==> src/rtl/switch_button_reader.sv <==
// rtl/switch_button_reader.sv - synchronized, debounced switch/button reader with sticky press bits (optional BTN_IRQ_EN)
module switch_button_reader #(
    parameter int unsigned FREQ  = 100,
    parameter int unsigned SW_W  = 24,
    parameter int unsigned BTN_W = 5
) (
    input  logic             dig_clk,
    input  logic             dig_rst,
    input  logic [31:0]      dig_addr,
    input  logic             dig_re,
    input  logic             dig_we,
    input  logic [31:0]      dig_wdata,
    output logic [31:0]      dig_rdata,
    output logic             dig_rvalid,
    input  logic [SW_W-1:0]  sw_in,
    input  logic [BTN_W-1:0] btn_in,
    output logic             irq
);

    localparam int unsigned IN_W   = SW_W + BTN_W;
    localparam logic [15:0] RELOAD = 16'(FREQ);

    logic [15:0]      tick_cnt;
    logic             tick;
    logic [IN_W-1:0]  sync1, sync2, hist0, hist1, level, level_next;
    logic [BTN_W-1:0] btn_lvl, btn_next, pend, pend_next, clr;
    logic [31:0]      rd_mux;
    logic             unused;

`ifdef BTN_IRQ_EN
    logic [BTN_W-1:0] mask;
`endif

    assign unused = ^{dig_addr[31:4], dig_addr[1:0], dig_wdata};
    assign tick   = (tick_cnt == 16'd0);

    // Switches and buttons share one synchronizer/debounce path: buttons occupy the top BTN_W bits.
    always_comb begin
        level_next = level;
        if (tick)
            level_next = (sync2 & hist0 & hist1) | (level & (sync2 | hist0 | hist1));
    end

    assign btn_lvl  = level[IN_W-1:SW_W];
    assign btn_next = level_next[IN_W-1:SW_W];
    assign clr      = (dig_we && dig_addr[3:2] == 2'd2) ? dig_wdata[BTN_W-1:0] : '0;
    // A rising edge in the same cycle as a clear keeps the bit set.
    assign pend_next = (pend & ~clr) | (btn_next & ~btn_lvl);

    always_comb begin
        rd_mux = '0;
        case (dig_addr[3:2])
            2'd0: rd_mux = 32'(level[SW_W-1:0]);
            2'd1: rd_mux = 32'(btn_lvl);
            2'd2: rd_mux = 32'(pend);
`ifdef BTN_IRQ_EN
            2'd3: rd_mux = 32'(mask);
`endif
            default: rd_mux = '0;
        endcase
    end

    always_ff @(posedge dig_clk or posedge dig_rst) begin
        if (dig_rst) begin
            tick_cnt   <= RELOAD;
            sync1      <= '0;
            sync2      <= '0;
            hist0      <= '0;
            hist1      <= '0;
            level      <= '0;
            pend       <= '0;
            dig_rdata  <= '0;
            dig_rvalid <= 1'b0;
        end else begin
            tick_cnt <= tick ? RELOAD : tick_cnt - 16'd1;
            sync1    <= {btn_in, sw_in};
            sync2    <= sync1;
            if (tick) begin
                hist0 <= sync2;
                hist1 <= hist0;
            end
            level      <= level_next;
            pend       <= pend_next;
            dig_rvalid <= dig_re;
            if (dig_re)
                dig_rdata <= rd_mux;
        end
    end

`ifdef BTN_IRQ_EN
    always_ff @(posedge dig_clk or posedge dig_rst) begin
        if (dig_rst) begin
            mask <= '0;
            irq  <= 1'b0;
        end else begin
            if (dig_we && dig_addr[3:2] == 2'd3)
                mask <= dig_wdata[BTN_W-1:0];
            irq <= |(pend & mask);
        end
    end
`else
    assign irq = 1'b0;
`endif

endmodule

==> config.mk <==
export PLATFORM = sky130hd
export DESIGN_NAME = switch_button_reader
export DESIGN_NICKNAME = d
export VERILOG_FILES = /design/src/rtl/switch_button_reader.sv
export SDC_FILE = /design/constraint.sdc
export NUM_CORES = 1
export LEC_CHECK = 0
export CAP_MARGIN = 5
export CORE_ASPECT_RATIO = 1.1
export CORE_MARGIN = 1.5
export CORE_UTILIZATION = 47
export CTS_BUF_LIST = sky130_fd_sc_hd__clkbuf_16
export DETAILED_ROUTE_END_ITERATION = 12
export HOLD_SLACK_MARGIN = 0.05
export PLACE_DENSITY = 0.82
export REMOVE_ABC_BUFFERS = 1
export SLEW_MARGIN = 15
export SYNTH_ARGS = -nofsm -noshare
export SYNTH_HDL_FRONTEND = slang
export SYNTH_SLANG_ARGS = --single-unit
export TNS_END_PERCENT = 1
==> constraint.sdc <==
create_clock -name dig_clk -period 6.4 [get_ports dig_clk]
set_input_delay 1.6 -clock dig_clk [delete_from_list [all_inputs] [get_ports dig_clk]]
set_output_delay 1.6 -clock dig_clk [all_outputs]
set_load 0.01 [all_outputs]
### Yosys cells after proc, flatten, opt, wreduce, memory -nomap -nowiden

Cells that the tools add are included.

| storage, ports and cells | value |
|---|---|
| register bits | 199 |
| bits of input ports | 97 |
| output and inout bits | 34 |
| word-level logic and storage cells | 31 |

| cells by class | value |
|---|---|
| $add $sub $neg | 1 |
| equal/unequal tests | 2 |
| multiplexer cells | 4 |
| bitwise operators | 11 |
| reduce and logical (&&, ||, !) cells | 3 |

Operator list:

| kind | count |
|---|---|
| bitwise AND 29 bit | 3 |
| OR 29 bit | 3 |
| one-hot mux 24 bit (3 select lines) | 1 |
| two-way mux 29 bit | 1 |
| logical NOT 16 bit | 1 |
| two-way mux 16 bit | 1 |
| subtractor 16 x 1 -> 16 bit (second input constant) | 1 |
| bitwise AND 5 bit | 2 |
| NOT 5 bit | 2 |
| two-way mux 5 bit | 1 |
| OR 5 bit | 1 |
| == test 2 x 1 -> 1 bit (second input constant) | 1 |
| == test 2 bit (second input constant) | 1 |
| logical NOT 2 bit | 1 |
| logical AND 1 bit | 1 |

### Logic depth before layout (Yosys ltp)

| logic depth | value |
|---|---|
| depth after elaboration | 7 |
| gate-level depth with buffers | 9 |
| gate-level depth less buffers | 6 |

### Worst setup path after synthesis

Ideal clock, no wire load.

| timing | value |
|---|---|
| path type | input -> register |
| from | in dig_addr[3] |
| to | reg dig_rdata[23] |
| library setup time | 0.083 ns |
| arrival | 2.665 ns |
| data required time | 6.317 ns |
| slack | 3.652 ns |
| cell stages on the path | 5 |
| path buffers | 2 |
| cells stage by stage | clkbuf_1 nor3b_2 clkbuf_1 nand2_1 o21ai_0 |

| on the way | value |
|---|---|
| longest elaborated chain between the ends | 2 |
| elaborated cells between the ends (all ways) | 4 |
| those cells by class | eq/ne (2); mux (1); reduce/logical (1) |

Ends and longest elaborated chain:

| element | RTL line | RTL |
|---|---|---|
| start: declaration | 9 | `input logic [31:0] dig_addr,` |
| == test 2 bit, or another cell as far along | 52 | `case (dig_addr[3:2])` |
| one-hot mux 24 bit (3 select lines) * | 52 |  |
| end signal: assignment | 86 | `dig_rdata <= rd_mux;` |
| end: declaration | 13 | `output logic [31:0] dig_rdata,` |

Every way passes the cells marked *; elsewhere a longest branch is shown, timed or not.
A chain may end at the register's enable or synchronous reset.

==> results.json <==
{
  "wl_per_cell_um": 13.49,
  "yosysSeqAreaShare": 0.6667,
  "cts_tree": "done",
  "synthArstFlopShare": 1.000,
  "die_height_um": 132.6,
  "gp_congestion": 0.7208,
  "path_clk_slew_ps": 60,
  "area_growth_syn_to_layout_pct": 19.67,
  "synth.area.top_cells": "dfrtp_1 66%, nand2_1 10%, nor2_1 2.7%, nor4_1 2.6%, a31oi_1 2.5%",
  "worst_r2r_path_depth": 6,
  "synth_edf_count": 0,
  "met2_usage": 0.2816,
  "grt_pass1_wl_um": 21910,
  "syn_inst": 682,
  "drcViolationCount": 0,
  "drv_cap": 0,
  "max-vdd-ir-drop_v": 0.0001809,
  "dr_total_vias": 4841,
  "initial_core_util": 0.4784,
  "hold_path_class": "register to register",
  "cts_max_path_buffers": 2,
  "htreeDepth": 4,
  "insertedDiodeCount": 0,
  "fin_crit_sh": 0.5033,
  "p_per_area_nw_per_um2": 287.1,
  "grt_usage": 0.1731,
  "final_area_um2": 8586,
  "cts_buffers": 17,
  "rsz0062_at_grt": "false",
  "ios": 131,
  "antenna_found_initial": 0,
  "postCtsHoldBufs": 0,
  "p_leak_nw": 4.028,
  "globalRouteMet1Util": 0.2228,
  "gr-total-overflow": 0,
  "ys_warn_count": 0,
  "synth-seq-cells": 191,
  "drt_wl_total_um": 12830,
  "ys.flop_type": "dfrtp_1",
  "worstHoldPathCells": 0,
  "path_max_fanout": 31,
  "cp.arrival_ps": 3550,
  "cp-end-kind": "register",
  "drive_gt1_frac": 0.06225,
  "setup_tns_ps": 0,
  "drt_first_pass_iters": 4,
  "busiest_layer": "met2",
  "post_dp_cell_area_um2": 7941,
  "clk_latency_ps": 430,
  "syn_avg_cell_area_um2": 10.52,
  "worst_pin_slew_ps": 1030,
  "drt_iter0_markers": 334,
  "dp_cells": 919,
  "vias_per_cell": 5.090,
  "cp-start-kind": "input pin",
  "criticalPathCategory": "input pin to register",
  "chipWidth_um": 120.8,
  "cts_root_buf": "clkbuf_16",
  "core_um2": 15000,
  "period_needed_ps": 3221,
  "fin_cells": 951,
  "hold_viol": 0,
  "outcome": "finished clean",
  "yosysTopAreaCellShare": 0.6557,
  "ctsResizeCount": 0,
  "synth_area_um2": 7174,
  "grt_start_max_net_pins": 106,
  "report.final.slew_viol_count": 0,
  "fmax_ghz": 0.3105,
  "place_hpwl_um": 7835,
  "ys_types": 33,
  "cts_sinks": 191,
  "cp.required_ps": 6730,
  "core.rowCount": 47,
  "yosys.area.top_type": "dfrtp_1",
  "power_w": 0.002465,
  "die_area_um2": 16020,
  "grt_pass1_vias": 4712,
  "grtUsageMet3": 0.04483,
  "slew_headroom": 0.3123,
  "cts_setup_buffers": 0,
  "io_buffers": 64,
  "fin_nets": 841,
  "rrSetupSlack_ps": 3980,
  "drtAntennaViolNets": 0,
  "final.setup_skew_ps": 6.935,
  "finalSetupViolCount": 0
}
-- cell usage after synthesis (all sizes together), types with 2 or more instances --
cell and count:
ha 2, nand2 200, a21oi 10, nor3 32, xor2 7, nor3b 2, nor2b 2, nand3 3
nor4 32, nor2 52, o21ai 30, xnor2 3, inv 27, mux2i 5, buf 24, nand3b 2
nand4b 7, dfstp 3, nand4 3, clkbuf 12, a31oi 29, dfrtp 188
-- flip-flops by register name (all words and copies together), names as in the netlist --
| register | cells |
|---|---|
| dig_rvalid | 1 |
| level | 29 |
| sync2 | 29 |
| pend | 5 |
| dig_rdata | 24 |
| sync1 | 29 |
| hist1 | 29 |
| hist0 | 29 |
| tick_cnt | 16 |
-- cell families (layout without fill, tap and decap cells) --
logic type,count (synthesis),in the layout,share of synthesized area
flip-flops,191,191,0.6667
adder cells (fa/ha/maj),2,2,0.003487
multiplexers,6,6,0.008546
other,1,9,0.0005227
AO/OA/AOI/OAI,71,71,0.05546
XOR/XNOR,10,10,0.01221
AND/OR/NAND/NOR,338,338,0.2107
buffers and inverters,63,128,0.04238
-- per-layer routing --
metal  wire length [um]  vias to the layer above
met4                157                        0
li1                   -                     2376
met1               5917                     2367
met5                  0                        -
met3                417                       13
met2               6335                       85
-- placed cells by master (no fill, tap or decap), drive strengths merged, types with 3 or more instances in the layout --
cell / count
conb: 9
nor4: 32
nand2: 200
clkinvlp: 3
xnor2: 3
xor2: 7
nor3: 32
clkdlybuf4s50: 64
o21ai: 30
clkinv: 3
inv: 31
a31oi: 29
clkbuf: 17
mux2i: 5
nand3: 3
nand4: 3
dfstp: 3
nor2: 52
a21oi: 10
bufinv: 5
dfrtp: 188
buf: 5
nand4b: 7
-- path summary, 6_finish.rpt --
| kind | to | from |
|---|---|---|
| worst max register to register | level[4]$_DFFE_PP0N_ | tick_cnt[0]$_DFF_PP0_ |
| min in group asynchronous | sync1[0]$_DFF_PP0_ | dig_rst |
| worst min register to register | sync2[5]$_DFF_PP0_ | sync1[5]$_DFF_PP0_ |
| max in group asynchronous | dig_rdata[20]$_DFFE_PP0P_ | dig_rst |
| worst min-delay path | sync2[5]$_DFF_PP0_ | sync1[5]$_DFF_PP0_ |
| worst max-delay path | dig_rdata[20]$_DFFE_PP0P_ | dig_re |
-- stage by stage --
stage | util | setup slack [ps] | hold WS (ps)
floorplan | - | -393.9 | 331.2
global placement | 0.5296 | 2734 | 332.1
detailed placement | 0.5296 | 2701 | 334.7
CTS | 0.5725 | 3168 | 349.0
global route | 0.5725 | 3033 | 354.7
finish | 0.5725 | 3179 | 345.9
-- worst max-delay path: stages --
cell             delay (ps)
clkdlybuf4s50_1         460
buf_4                   320
nor3b_4                 910
nand2_1                 120
o21ai_0                 120
-- power breakdown --
| part | total [W] | leakage (nW) | switching [W] | internal, W |
|---|---|---|---|---|
| registers | 0.00124 | 2.51 | 0.0000138 | 0.00123 |
| logic | 0.0000783 | 1.21 | 0.0000443 | 0.0000341 |
| clock network | 0.00114 | 0.314 | 0.000449 | 0.000693 |
| total | 0.00247 | 4.03 | 0.000507 | 0.00196 |
-- final cells by class --
type | instances | area (um^2)
Inverter | 27 | 108.9
Fill cell | 1259 | 6410
Tap cell | 196 | 245.2
Timing Repair Buffer | 69 | 678.2
Sequential cell | 191 | 4783
Clock buffer | 17 | 425.4
Clock inverter | 15 | 219.0
Multi-Input combinational cell | 436 | 2126
(Power assumes the default switching activity.)
